`src/rtl/edge_scan_pkg.sv`:
```
// Shared types and default parameters for the multi-channel falling-edge scan controller.
package edge_scan_pkg;

  typedef enum logic [1:0] {
    IDLE   = 2'd0,
    GATE   = 2'd1,
    REPORT = 2'd2
  } scan_state_t;

  localparam int DEF_N_CH        = 4;
  localparam int DEF_GATE_CYCLES = 100;
  localparam int DEF_CNT_W       = 8;

endpackage

```
`src/rtl/fall_edge_sync.sv`:
```
// Free-running 3-flop synchronizer with falling-edge detector for one asynchronous input.
module fall_edge_sync (
  input  logic clk,
  input  logic rst,
  input  logic din,
  output logic fall
);

  logic s_p0, s_p1, s_p2;

  always_ff @(posedge clk) begin
    if (!rst) begin
      s_p0 <= 1'b0;
      s_p1 <= 1'b0;
      s_p2 <= 1'b0;
    end else begin
      s_p0 <= din;
      s_p1 <= s_p0;
      s_p2 <= s_p1;
    end
  end

  assign fall = ~s_p1 & s_p2;

endmodule

```
`src/rtl/edge_scan_ctrl.sv`:
```
// Round-robin falling-edge counter scheduler: one shared saturating counter gated per channel.
// Define EDGE_SCAN_CONT_EN to rescan continuously until abort instead of stopping after one sweep.
module edge_scan_ctrl
  import edge_scan_pkg::*;
#(
  parameter int N_CH        = DEF_N_CH,
  parameter int GATE_CYCLES = DEF_GATE_CYCLES,
  parameter int CNT_W       = DEF_CNT_W
) (
  input  logic                    clk,
  input  logic                    rst,
  input  logic                    start,
  input  logic                    abort,
  input  logic [N_CH-1:0]         signal_in,
  output logic                    busy,
  output logic [CNT_W-1:0]        result,
  output logic [$clog2(N_CH)-1:0] result_ch,
  output logic                    result_ovf,
  output logic                    result_valid,
  output logic                    done
);

  localparam int                CH_W     = $clog2(N_CH);
  localparam int                TMR_W    = $clog2(GATE_CYCLES);
  localparam logic [CNT_W-1:0]  CNT_MAX  = '1;
  localparam logic [CH_W-1:0]   LAST_CH  = CH_W'(N_CH - 1);
  localparam logic [TMR_W-1:0]  LAST_TMR = TMR_W'(GATE_CYCLES - 1);

  function automatic logic [CNT_W-1:0] sat_inc(input logic [CNT_W-1:0] v, input logic inc);
    return (inc && (v != CNT_MAX)) ? v + 1'b1 : v;
  endfunction

  logic [N_CH-1:0] fall;

  for (genvar i = 0; i < N_CH; i++) begin : g_sync
    fall_edge_sync u_sync (
      .clk  (clk),
      .rst  (rst),
      .din  (signal_in[i]),
      .fall (fall[i])
    );
  end

  scan_state_t      state, state_nxt;
  logic [CH_W-1:0]  ch;
  logic [CNT_W-1:0] cnt, cnt_nxt;
  logic [TMR_W-1:0] tmr;
  logic             ovf, ovf_nxt;
  logic             pulse;

  assign pulse   = fall[ch];
  assign cnt_nxt = sat_inc(cnt, pulse);
  assign ovf_nxt = ovf | (pulse & (cnt == CNT_MAX));

  always_comb begin
    state_nxt = state;
    unique case (state)
      IDLE:    if (start && !abort) state_nxt = GATE;
      GATE: begin
        if (abort)                 state_nxt = IDLE;
        else if (tmr == LAST_TMR)  state_nxt = REPORT;
      end
      REPORT: begin
        if (abort)                 state_nxt = IDLE;
        else if (ch != LAST_CH)    state_nxt = GATE;
        else begin
`ifdef EDGE_SCAN_CONT_EN
          state_nxt = GATE;
`else
          state_nxt = IDLE;
`endif
        end
      end
      default:                     state_nxt = IDLE;
    endcase
  end

  always_ff @(posedge clk) begin
    if (!rst) state <= IDLE;
    else      state <= state_nxt;
  end

  // Results are captured on the edge that closes the gate, so they are visible during REPORT.
  always_ff @(posedge clk) begin
    if (!rst) begin
      ch           <= '0;
      cnt          <= '0;
      tmr          <= '0;
      ovf          <= 1'b0;
      busy         <= 1'b0;
      result       <= '0;
      result_ch    <= '0;
      result_ovf   <= 1'b0;
      result_valid <= 1'b0;
      done         <= 1'b0;
    end else begin
      busy         <= (state_nxt != IDLE);
      result_valid <= 1'b0;
      done         <= 1'b0;
      unique case (state)
        GATE: begin
          cnt <= cnt_nxt;
          ovf <= ovf_nxt;
          tmr <= tmr + 1'b1;
          if (!abort && (tmr == LAST_TMR)) begin
            result       <= cnt_nxt;
            result_ch    <= ch;
            result_ovf   <= ovf_nxt;
            result_valid <= 1'b1;
            done         <= (ch == LAST_CH);
          end
        end
        REPORT: begin
          cnt <= '0;
          tmr <= '0;
          ovf <= 1'b0;
          ch  <= (ch == LAST_CH) ? '0 : ch + 1'b1;
        end
        default: begin
          cnt <= '0;
          tmr <= '0;
          ovf <= 1'b0;
          ch  <= '0;
        end
      endcase
    end
  end

endmodule
```
`config.mk`:
```
export PLATFORM = sky130hd
export DESIGN_NAME = edge_scan_ctrl
export DESIGN_NICKNAME = d
export VERILOG_FILES = /design/src/rtl/edge_scan_pkg.sv /design/src/rtl/fall_edge_sync.sv /design/src/rtl/edge_scan_ctrl.sv
export SDC_FILE = /design/constraint.sdc
export NUM_CORES = 1
export LEC_CHECK = 0
export CAP_MARGIN = 20
export CORE_MARGIN = 1.5
export CORE_UTILIZATION = 61
export CTS_BUF_LIST = sky130_fd_sc_hd__clkbuf_2
export CTS_CLUSTER_DIAMETER = 60
export DETAILED_ROUTE_END_ITERATION = 10
export GPL_ROUTABILITY_DRIVEN = 1
export GPL_TIMING_DRIVEN = 1
export PLACE_DENSITY_LB_ADDON = 0.15
export SKIP_CTS_REPAIR_TIMING = 1
export SLEW_MARGIN = 5
export SYNTH_ARGS = -nofsm -noshare
export SYNTH_HDL_FRONTEND = slang
export SYNTH_SLANG_ARGS = --single-unit
```
`constraint.sdc`:
```
create_clock -name clk -period 2.9 [get_ports clk]
set_input_delay 0.87 -clock clk [delete_from_list [all_inputs] [get_ports clk]]
set_output_delay 0.87 -clock clk [all_outputs]
set_load 0.02 [all_outputs]
```
==> reports/qor.csv, run 1 <==
stage,metric,value,unit
cts,Num CTS Buffers,5,
routing,final wirelength,3710,um
die,Core Rows,19,
sta,setup violators final,0,
routing,DR pass1 iterations,4,
layout,# diodes,0,
layout,fill count,186,
place,area post-placement,2040,um2
cts,"Reg clk slew, reported paths",210,ps
sta,Tcrit/Tclk final,79.0,%
layout,share of layout cells above drive strength 1,6.10,%
cts,Clock Sinks,46,
critical_path,Worst setup EP type,primary output,
logic_synthesis,Main synth FF type,dfxtp_1,
logic_synthesis,Post-Syn Nets,198,
critical_path,worst path required time,2030,ps
power_and_ir_drop,Leak,0.000705,uW
routing,WL per Instance,15.2,um
worst_hold_path,worst hold path type,reg2reg,
critical_path,worst-path fanout max,2,
die,IO Count,22,
routing,via count,1515,
layout,final net count,224,
sta,Hold WS,465,ps
cts,"Clk Latency, worst-skew pair",410,ps
critical_path,family with the most delay on the worst path,buffers and inverters,
global_routing,initial antenna violation count,0,
place,GP Congestion,0.830,
global_routing,Total Routing Usage GR,24.7,%
layout,"commonest non-fill, non-tap cell in the layout",dfxtp_1,
routing,Post-route DRC,0,
global_routing,vias in the first global route,1392,
logic_synthesis,Yosys reg bits,46,
place,dpl hpwl,2640,um
logic_synthesis,Post-synth EDFFs,0,
die,Core Box Area,2760,um2
critical_path,worst path cell trace,clkdlybuf4s50_1,
place,Placed Instances,237,
logic_synthesis,post-synthesis cell type count,34,
routing,top layer in use,met4,
cts,clk buf depth,2,
logic_synthesis,Syn Std Cell Area,1790,um2
critical_path,startpoint types,flop,
routing,Initial DRC Count,47,
layout,most frequent cells in the layout,"dfxtp_1, clkdlybuf4s50_1, a21oi_1, and2_1",
sta,Setup Skew,9.95,ps
layout,Post-Layout Cell Count,244,
routing,DR vias/cell,6.21,
critical_path,CP peak stage delay,610,ps
cts,clock root cell,clkbuf_2,
layout,final instance area,2100,um2
routing,ANT nets after route,0,
routing,DR WL met2,1880,um
run_status,status,completed,
sta,Setup TNS,0,ps
place,IO buf count,21,
power_and_ir_drop,Tot Pwr,1010,uW
critical_path,arrival time worst endpoint,1420,ps
logic_synthesis,"Seq/Total Area, Yosys",51.5,%
global_routing,first-pass GRT wire length,6080,um
flow_run,max-cap violations,0,
power_and_ir_drop,PwrDens,483,nW/um2
die,chip height,57.1,um
sta,min Tclk post-route,2290,ps
sta,"Hold Vio Cnt, Final",0,
die,Initial Utilization,64.8,%
cts,CTS tree,yes,
critical_path,WS Path Type,reg2out,
die,Die Wd,57.1,um
die,die area,3260,um2
cts,H-tree Lvls,2,
sta,Slew HR,53.2,%
sta,Slew Limit Fails,0,
power_and_ir_drop,Worst VDD drop,0.474,mV
layout,P&R area growth vs syn,17.4,%
global_routing,GRT overflow,0,
logic_synthesis,Post-synth ARST share,0,%
sta,Slew @ Worst Pin,692,ps
logic_synthesis,Yosys warnings,0,
sta,f_max,0.437,GHz
critical_path,"Slowest-stage cell, CP",clkdlybuf4s50_1,
routing,met1 WL,1550,um
routing,WL met3,210,um
logic_synthesis,Syn Inst Count,187,
global_routing,largest net degree at the start of global routing,22,
sta,unrepaired setup endpoints after global routing,no,
logic_synthesis,syn_area_per_cell,9.55,um2
critical_path,Bufs and invs on worst path,1,
## routing by layer
metal	vias to the layer above	global-route usage (%)
li1	724	-
met1	726	28.4
met2	56	42.4
met3	9	7.03
met4	0	11.3
met5	-	0
## worst paths after layout
kind,startpoint,end,slack (ps),cells after the start
worst max-delay path,result[6],result[6],610,1
worst min-delay path,g_sync[3].u_sync.s_p0,g_sync[3].u_sync.s_p1,470,1
worst max register to register,tmr[4],result[6],720,4
worst min register to register,g_sync[3].u_sync.s_p0,g_sync[3].u_sync.s_p1,470,1
## Yosys cell counts, types with 2 or more instances
cell type	count	area (um2)
a211oi_1	2	15.0
a21oi_1	15	75.1
a311oi_1	4	35.0
a31oi_1	5	31.3
and2_1	14	87.6
and3_1	2	12.5
clkbuf_1	4	15.0
dfxtp_1	46	921
ha_1	3	37.5
inv_1	2	7.51
mux4_2	2	45.0
nand2_1	10	37.5
nand2b_1	7	43.8
nand3_1	6	30.0
nand3b_1	2	15.0
nor2_1	13	48.8
nor2b_1	6	37.5
nor3_1	7	35.0
nor4b_1	2	17.5
o21ai_0	13	65.1
o21bai_1	2	15.0
o31ai_1	2	15.0
or3_1	6	37.5
xor2_1	2	17.5
## sequential cells by signal (all words and copies together), names as in the netlist, 2 cells and up
register and count:
cnt 8, result 8, g_sync.u_sync.s_p0 4, ch 2, state 2, g_sync.u_sync.s_p2 4, tmr 7, result_ch 2
g_sync.u_sync.s_p1 4
## kinds of logic after synthesis
group           after synthesis  synth area share (%)
compound gates               45                  15.0
xor+xnor                      3                  1.47
fa+ha+maj                     3                  2.10
buf+inv                       7                  1.54
flops                        46                  51.5
mux                           3                  3.08
simple gates                 80                  25.3
## where the power goes
part | internal, uW | switching, uW | total [uW] | leakage (uW)
Combinational | 19.1 | 18.4 | 37.5 | 0.000295
Clock | 139 | 190 | 329 | 0.0000365
Sequential | 642 | 4.20 | 646 | 0.000373
## metrics by stage
stage               worst slack, ps  util (%)
finish                          610      76.0
global route                    533      76.0
CTS                             585      76.0
detailed placement              324      73.9
global placement                471      73.9
floorplan                       986         -
## final cells by class
class,instances,area [um2],area share [%]
Inverter,2,7.51,0.358
Clock buffer,5,25.0,1.19
Timing Repair Buffer,24,233,11.1
Tap cell,31,38.8,1.85
Sequential cell,46,921,43.9
Clock inverter,2,33.8,1.61
Multi-Input combinational cell,134,838,40.0
(Power assumes the default switching activity.)
==> run 2: changes to the inputs <==
Settings changed: CORE_UTILIZATION 61 to 56.
Clock period 2.9 ns to 2.3 ns, I/O delays scaled along.
==> run 2 against run 1 <==
  * Clock skew shrank 5.8 ps
  * Wire length shrank 5.6%
  * First-iteration DRC count grew 81%
  * Utilization shrank 7.1 points
  * Total power grew 15%
  * Worst hold slack lost 3.1 ps
  * Combinational power grew 26%
  * Non-clock buffer count grew 2
  * Die area grew 8.5%
  * Setup slack lost 430 ps
  * Clock-buffer cell count is the same
  * Via count shrank 3.2%
==> reports/qor.csv, run 2 (synthesized netlist as in run 1, its figures left out) <==
stage,metric,value,unit
critical_path,Worst setup EP type,primary output,
die,die area,3540,um2
layout,fin util,68.9,%
power_and_ir_drop,Worst VDD drop,0.406,mV
power_and_ir_drop,Leak,0.000708,uW
critical_path,worst-path fanout max,2,
critical_path,Bufs and invs on worst path,1,
routing,Initial DRC Count,85,
critical_path,CP peak stage delay,620,ps
routing,DR vias/cell,5.66,
layout,"commonest non-fill, non-tap cell in the layout",dfxtp_1,
place,GP Congestion,0.779,
critical_path,r2r endpoint,result[5],
routing,via count,1466,
sta,Tcrit/Tclk final,92.2,%
critical_path,worst path cell trace,clkdlybuf4s50_1,
cts,clk buf depth,2,
cts,H-tree Lvls,2,
power_and_ir_drop,Pint,899,uW
sta,min Tclk post-route,2120,ps
critical_path,startpoint types,flop,
place,Placed Instances,252,
critical_path,family with the most delay on the worst path,buffers and inverters,
cts,"Reg clk slew, reported paths",200,ps
critical_path,arrival time worst endpoint,1430,ps
place,IO buf count,21,
sta,Slew @ Worst Pin,561,ps
die,Core Box Area,3050,um2
flow_run,max-cap violations,0,
layout,final net count,226,
power_and_ir_drop,Net Sw Power,269,uW
critical_path,RR Startpoint,g_sync[3].u_sync.s_p1,
sta,"Hold Vio Cnt, Final",0,
critical_path,"Slowest-stage cell, CP",clkdlybuf4s50_1,
worst_hold_path,Worst Hold Endpoint,g_sync[2].u_sync.s_p1,
critical_path,worst path required time,1610,ps
routing,Post-route DRC,0,
die,Initial Utilization,58.5,%
cts,Num CTS Buffers,5,
global_routing,GRT overflow,0,
routing,ANT nets after route,0,
critical_path,Register-to-Register Path Depth,4,
routing,WL per Instance,13.5,um
layout,# diodes,0,
sta,Slew Limit Fails,0,
cts,Clock Sinks,46,
power_and_ir_drop,Flop pwr share,69.7,%
layout,Top Registers,"cnt: 8 flops, result: 8 flops, tmr: 7 flops",
critical_path,reg2reg setup slack,320,ps
layout,Post-Layout Cell Count,259,
worst_hold_path,Hold Startpoint,g_sync[2].u_sync.s_p0,
layout,share of layout cells above drive strength 1,7.44,%
layout,P&R area growth vs syn,17.8,%
power_and_ir_drop,Comb pwr share,4.0,%
global_routing,first-pass GRT wire length,5720,um
routing,final wirelength,3500,um
die,Core Rows,20,
global_routing,Total Routing Usage GR,22.2,%
sta,unrepaired setup endpoints after global routing,no,
global_routing,largest net degree at the start of global routing,17,
place,dpl hpwl,2480,um
sta,Setup Skew,4.12,ps
sta,Final WS setup,179,ps
power_and_ir_drop,power share of the clock group,26.2,%
worst_hold_path,Cells on Worst Hold Path,1,
layout,most frequent cells in the layout,"dfxtp_1, clkdlybuf4s50_1, a21oi_1, and2_1",
die,chip height,59.5,um
cts,CTS tree,yes,
run_status,status,completed,
global_routing,vias in the first global route,1304,
cts,"Clk Latency, worst-skew pair",410,ps
sta,setup violators final,0,
place,pre-CTS setup slack,-11.5,ps
critical_path,WS Path Type,reg2out,
routing,DR pass1 iterations,4,
power_and_ir_drop,PwrDens,555,nW/um2
power_and_ir_drop,switching portion of total power,23.0,%
sta,Slew HR,62.5,%
worst_hold_path,worst hold path type,reg2reg,
die,Die Wd,59.5,um
cts,clock root cell,clkbuf_2,
global_routing,initial antenna violation count,0,
sta,f_max,0.471,GHz
die,IO Count,22,
## run 2: worst max-delay path by stage
stage / from / to / slack [ps] / depth (start not counted)
2_1_floorplan: ch[1] / result[5] / 500 / 3
3_3_place_gp: abort / result[6] / 50 / 4
3_5_place_dp: abort / result[6] / -10 / 4
4_1_cts: result[6] / result[6] / 160 / 1
5_1_grt: result[6] / result[6] / 110 / 1
6_report: result[6] / result[6] / 180 / 1
## run 2: power by group through the flow
stage	Clock [uW]	Sequential [uW]	Combinational, uW
2_1_floorplan	0	830	24.4
6_report	307	815	47.1
3_5_place_dp	0	830	47.0
3_3_place_gp	0	830	45.3
4_1_cts	315	815	47.3
5_1_grt	345	817	51.5
## run 2: area by class of cell
class / instances / area [um2]
sequential: 46 / 921
tap: 44 / 55.1
clock buffer: 5 / 25.0
fill: 273 / 948
inverter: 2 / 7.51
clock inverter: 2 / 10.0
multi-input combinational: 134 / 838
timing repair buffer: 26 / 248
## run 2: metal layers
layer,vias to the layer above,global-route usage (%),routed length [um]
met1,694,27.6,1600
met2,28,35.0,1680
li1,734,-,-
met4,0,10.7,59
met5,-,0,0
met3,10,6.77,153
## run 2: stage by stage
stage	area [um2]	hold WS, ps	setup TNS [ps]	power (uW)
after floorplan	1790	412	0	855
after global placement	2070	414	0	875
after detailed placement	2070	425	-16.6	878
after CTS	2100	470	0	1180
after global routing	2100	483	0	1210
final	2100	462	0	1170
## run 2: worst register-to-register path, stage by stage (launching register included)
cell and delay [ps]:
dfxtp_1 360, nand2b_1 140, mux4_2 610, or4_4 560
a311oi_1 250
